===== src/rtl/fp_pkg.sv =====
// Shared definitions for the 13-bit floating-point format and its converters.
// value = sign * frac * 2^(exp - 8); frac is normalized when bit 7 is set.
// Holds field widths, the fp_to_int state enum and the fp13_t operand struct
// (also used by the FP adder).
package fp_pkg;

   localparam int EXP_W  = 4;
   localparam int FRAC_W = 8;
   localparam int INT_W  = 16;
   localparam int ACC_W  = INT_W + FRAC_W;

   typedef enum logic [1:0] {
      IDLE  = 2'd0,
      SHIFT = 2'd1,
      OUT   = 2'd2
   } state_t;

   typedef struct packed {
      logic              sign;
      logic [EXP_W-1:0]  exp;
      logic [FRAC_W-1:0] frac;
   } fp13_t;

endpackage


===== src/rtl/fp_to_int_if.sv =====
// Handshake bundle for fp_to_int.
// Input side : in_valid/in_ready with operand fields in_sign, in_exp, in_frac.
// Output side: out_valid/out_ready with out_data (signed integer) and out_inexact.
// master = operand producer / result consumer, slave = the converter.
interface fp_to_int_if;
   import fp_pkg::*;

   logic              in_valid;
   logic              in_ready;
   logic              in_sign;
   logic [EXP_W-1:0]  in_exp;
   logic [FRAC_W-1:0] in_frac;
   logic              out_valid;
   logic              out_ready;
   logic [INT_W-1:0]  out_data;
   logic              out_inexact;

   modport master (
      output in_valid, in_sign, in_exp, in_frac, out_ready,
      input  in_ready, out_valid, out_data, out_inexact
   );

   modport slave (
      input  in_valid, in_sign, in_exp, in_frac, out_ready,
      output in_ready, out_valid, out_data, out_inexact
   );

endinterface


===== src/rtl/fp_to_int.sv =====
// Iterative converter from fp13 (sign, 4-bit exp, 8-bit frac) to a 16-bit
// two's-complement integer, one left shift per clock.
// Ports:
//   clk      - rising-edge clock
//   reset_n  - asynchronous active-low reset
//   bus      - fp_to_int_if.slave (operand in, result out, valid/ready both sides)
// Build option: define FP_TO_INT_ROUND_EN to round half away from zero;
// otherwise the result is truncated toward zero. out_inexact is the same in
// both builds.
//
// state | meaning
// IDLE  | in_ready high, waiting for an operand
// SHIFT | shifting acc left once per clock until cnt reaches zero
// OUT   | result held on out_data until out_ready
module fp_to_int
   import fp_pkg::*;
(
   input  logic        clk,
   input  logic        reset_n,
   fp_to_int_if.slave  bus
);

   localparam logic [EXP_W-1:0] CNT_ONE = 1;

   state_t            state;
   logic [ACC_W-1:0]  acc;
   logic [EXP_W-1:0]  cnt;
   logic              sign_r;
   logic              out_valid_r;
   logic [INT_W-1:0]  out_data_r;
   logic              out_inexact_r;
   logic [INT_W-1:0]  mag;

   // Integer part sits above the binary point at bit FRAC_W; acc[7] is the
   // half bit. Largest magnitude is 32640 (+1 when rounding), so no overflow.
`ifdef FP_TO_INT_ROUND_EN
   assign mag = acc[ACC_W-1:FRAC_W] + {{(INT_W-1){1'b0}}, acc[FRAC_W-1]};
`else
   assign mag = acc[ACC_W-1:FRAC_W];
`endif

   always_ff @(posedge clk or negedge reset_n) begin
      if (!reset_n) begin
         state         <= IDLE;
         acc           <= '0;
         cnt           <= '0;
         sign_r        <= 1'b0;
         out_valid_r   <= 1'b0;
         out_data_r    <= '0;
         out_inexact_r <= 1'b0;
      end else begin
         case (state)
            IDLE: begin
               if (bus.in_valid) begin
                  acc    <= {{INT_W{1'b0}}, bus.in_frac};
                  cnt    <= bus.in_exp;
                  sign_r <= bus.in_sign;
                  state  <= SHIFT;
               end
            end
            SHIFT: begin
               if (cnt != '0) begin
                  acc <= acc << 1;
                  cnt <= cnt - CNT_ONE;
               end else begin
                  out_data_r    <= sign_r ? -mag : mag;
                  out_inexact_r <= |acc[FRAC_W-1:0];
                  out_valid_r   <= 1'b1;
                  state         <= OUT;
               end
            end
            OUT: begin
               if (bus.out_ready) begin
                  out_valid_r <= 1'b0;
                  state       <= IDLE;
               end
            end
            default: state <= IDLE;
         endcase
      end
   end

   assign bus.in_ready    = (state == IDLE);
   assign bus.out_valid   = out_valid_r;
   assign bus.out_data    = out_data_r;
   assign bus.out_inexact = out_inexact_r;

endmodule


===== src/flat_wrapper.sv =====
// flat-port wrapper written by rule: the top's interface ports become plain ports
module fp_to_int_flat import fp_pkg::*;
  (clk, reset_n, bus_in_valid, bus_in_sign, bus_in_exp, bus_in_frac, bus_out_ready, bus_in_ready, bus_out_valid, bus_out_data, bus_out_inexact);
  fp_to_int_if bus_i ();
  input  logic clk;
  input  logic reset_n;
  input wire logic [$bits(bus_i.in_valid)-1:0] bus_in_valid;
  input wire logic [$bits(bus_i.in_sign)-1:0] bus_in_sign;
  input wire logic [$bits(bus_i.in_exp)-1:0] bus_in_exp;
  input wire logic [$bits(bus_i.in_frac)-1:0] bus_in_frac;
  input wire logic [$bits(bus_i.out_ready)-1:0] bus_out_ready;
  output wire logic [$bits(bus_i.in_ready)-1:0] bus_in_ready;
  output wire logic [$bits(bus_i.out_valid)-1:0] bus_out_valid;
  output wire logic [$bits(bus_i.out_data)-1:0] bus_out_data;
  output wire logic [$bits(bus_i.out_inexact)-1:0] bus_out_inexact;
  assign bus_i.in_valid = bus_in_valid;
  assign bus_i.in_sign = bus_in_sign;
  assign bus_i.in_exp = bus_in_exp;
  assign bus_i.in_frac = bus_in_frac;
  assign bus_i.out_ready = bus_out_ready;
  assign bus_in_ready = bus_i.in_ready;
  assign bus_out_valid = bus_i.out_valid;
  assign bus_out_data = bus_i.out_data;
  assign bus_out_inexact = bus_i.out_inexact;
  fp_to_int u_core (.clk(clk), .reset_n(reset_n), .bus(bus_i));
endmodule

===== config.mk =====
export PLATFORM = sky130hd
export DESIGN_NAME = fp_to_int_flat
export DESIGN_NICKNAME = d
export VERILOG_FILES = /design/src/rtl/fp_pkg.sv /design/src/rtl/fp_to_int_if.sv /design/src/rtl/fp_to_int.sv /design/src/flat_wrapper.sv
export SDC_FILE = /design/constraint.sdc
export NUM_CORES = 1
export LEC_CHECK = 0
export CAP_MARGIN = 20
export CORE_ASPECT_RATIO = 1.1
export CORE_MARGIN = 4
export CORE_UTILIZATION = 53
export CTS_CLUSTER_DIAMETER = 80
export DETAILED_ROUTE_END_ITERATION = 8
export PLACE_DENSITY = 0.85
export SLEW_MARGIN = 20
export SYNTH_ARGS = -nofsm -noshare
export SYNTH_HDL_FRONTEND = slang
export SYNTH_SLANG_ARGS = --single-unit

===== constraint.sdc =====
create_clock -name clk -period 2.3 [get_ports clk]
set_input_delay 0.69 -clock clk [delete_from_list [all_inputs] [get_ports clk]]
set_output_delay 0.69 -clock clk [all_outputs]
set_load 0.01 [all_outputs]

==> impl_metrics.yaml <==
outcome:
  status: "finished, final reports clean"
detailed_routing:
  antenna_left: 0
  num_vias: 1863
  wl_per_cell_um: 13.5
  dr.pass1.iters: 4
  postRouteWirelength_mm: 4.50
  vias_per_cell: 5.58
  drc: 0
  drt-initial-drc-count: 91
power_and_ir_drop:
  power.total_mw: 4.05
  power.density_nw_per_um2: 1450
  leakage_nw: 1.31
  peakVddDrop_uv: 744
critical_path:
  cp-end-kind: "primary output"
  crit_path_max_fanout: 5
  required_ns: 1.61
  path_class: "reg2out"
  slowest_delay_ns: 0.57
  cp.arrival_ns: 1.49
  worstPathCellList: "nor2_2, clkdlybuf4s50_1"
  slowest_stage: "clkdlybuf4s50_1"
  startpoint_type: "register"
  path_buf_inv: 1
  path_delay_family: "buffers and inverters"
global_routing:
  grt_max_degree: 50
  grt_use_met3: 0.0475
  antenna_found_initial: 0
  track_usage: 0.187
  grt_pass1_wl_mm: 8.06
  overflow: 0
  grtUsageMet2: 0.316
  use_met1: 0.225
  grt_pass1_vias: 1787
  busiest_layer: "met2"
timing:
  min_period_ns: 2.18
  drv_slew: 0
  finClkSkew_ns: 0.00795
  hold_viol_final: 0
  setup_viol: 0
  max_freq_ghz: 0.459
  rsz0062_at_grt: "no"
  tightest_slew_ns: 0.599
  relSlewSlack: 0.600
  tns_ns: 0
  post-route-period-util: 0.948
  layout_setup_ws_ns: 0.121
die:
  die_h_um: 76.6
  start_util: 0.560
  die_w_um: 70.4
  die_area_um2: 5390
  core_um2: 4050
  num_rows: 24
  ios: 36
yosys:
  synthMuxAreaShare: 0.0138
  synth_top_area_share: 0.540
  synthSimpleGateAreaFrac: 0.201
  syn_area_um2: 2270
  synth_xor_area_frac: 0.0579
  syn_nets: 267
  synth.avg_cell_area_um2: 9.15
  synth_fa_ha_area_frac: 0.0110
  ys_seq_area_frac: 0.540
  yosysTopAreaCell: "dfrtp_1"
  ys.warnings.count: 0
  synth_top_family_by_area: "simple AND/OR/NAND/NOR gates"
  synthTopCellsByArea: "dfrtp_1 (54%), nand2_1 (11%), xor2_1 (5.0%), o21ai_0 (4.9%), nand3_1 (3.5%)"
  ys_ff_latch: 49
  postSynthCellCount: 248
  synth.distinct_cells: 33
  synth_compound_area_frac: 0.143
placement:
  gp_congestion: 0.809
  dp.cells: 326
  pre_cts_slack_ns: 0.199
  hpwl_mm: 3.09
  numPortBuffers: 35
clocking:
  cts_resized: 0
  post_cts_buffers: 0
  cts_made_buffers: 5
  cts_hold_buf: 0
  clock-sinks: 49
  cts_tree: "done"
  clock_path_buffers: 2
  clkLatencyLatePin_ns: 0.30
  root_buffer: "clkbuf_8"
  cts-htree-levels: 2
  cts.clk_slew.worst_paths_ns: 0.09
min_path:
  hold_class: "in2async"
final_layout:
  regArea_um2: 1230
  final_cell_mix: "nand2_1 (68), dfrtp_1 (49), clkdlybuf4s50_1 (34), o21ai_0 (22), nand3_1 (16)"
  diodes: 0
  nets: 300
  multiInputGateArea_um2: 973
  area_growth_pct: 23.3
  nFillCells: 327
  fin_cells: 334
  layout_commonest_cell: "nand2_1"
  drive_above_1_share: 0.0709
run:
  cap_violations: 0
cells by family (layout without fill, tap and decap cells):
group,count (synthesis),after routing
adder cells (fa/ha/maj),2,2
AO/OA/AOI/OAI,53,53
XOR/XNOR,15,15
buffers and inverters,20,54
AND/OR/NAND/NOR,106,106
multiplexers,3,3
flip-flops,49,49
power by group:
| group | switching, mW | total [mW] | internal, mW |
|---|---|---|---|
| sequential | 0.295 | 1.49 | 1.19 |
| combinational | 1.05 | 1.94 | 0.891 |
| clock | 0.275 | 0.629 | 0.355 |
layout make-up:
type                       count  share of cell area
inverter                       6             0.00805
clock inverter                 1              0.0107
timing repair buffer          40               0.141
sequential                    49               0.438
clock buffer                   7              0.0308
multi-input combinational    179               0.348
tap                           52              0.0232
through the flow:
step	util	hold slack (ns)	instance area, µm²
after global placement	0.661	0.460	2680
after global routing	0.690	0.511	2800
after detailed placement	0.661	0.469	2680
after CTS	0.690	0.489	2800
after floorplan	-	0.394	2270
final	0.690	0.464	2800
synthesized netlist by cell type, drive strengths merged:
| cell type | instances |
|---|---|
| dfrtp | 49 |
| or4 | 1 |
| a21oi | 8 |
| or2 | 1 |
| a211oi | 1 |
| a21o | 1 |
| o41ai | 3 |
| a32o | 1 |
| o31ai | 6 |
| nand2 | 68 |
| nor3b | 1 |
| nand3 | 16 |
| or3 | 2 |
| clkbuf | 14 |
| inv | 5 |
| mux2 | 1 |
| xor2 | 13 |
| xnor2 | 2 |
| o21a | 1 |
| clkinv | 1 |
| a221oi | 1 |
| ha | 2 |
| o22ai | 1 |
| nor4 | 3 |
| o21ai | 23 |
| nor3 | 1 |
| nor2b | 2 |
| nor2 | 11 |
| mux2i | 2 |
| a31oi | 7 |
path summary, 6_finish.rpt:
kind	start	end	slack, ns	depth (start not counted)
max	u_core.state[0]	bus_in_ready	0.12	2
min	reset_n	u_core.state[0]	0.46	2
max reg2reg	u_core.acc[16]	u_core.bus.out_data[13]	0.27	5
min reg2reg	u_core.bus.out_data[4]	u_core.bus.out_data[4]	0.48	2
max in group asynchronous	reset_n	u_core.bus.out_data[6]	1.42	2
min in group clk	u_core.bus.out_data[4]	u_core.bus.out_data[4]	0.48	2
metal layers:
| layer | wire, µm | up-vias | share of wire |
|---|---|---|---|
| met5 | 0 | - | 0 |
| met4 | 87 | 0 | 0.019 |
| met3 | 186 | 9 | 0.041 |
| met2 | 2280 | 40 | 0.51 |
| met1 | 1940 | 900 | 0.43 |
| li1 | - | 914 | - |
registers in the layout, summed over array words and instances, names as in the netlist:
name / count
u_core.acc: 24
u_core.bus.out_data: 16
u_core.bus.out_inexact: 1
u_core.bus.out_valid: 1
u_core.cnt: 4
u_core.sign_r: 1
u_core.state: 2
Power figures use the tool's default switching activity.
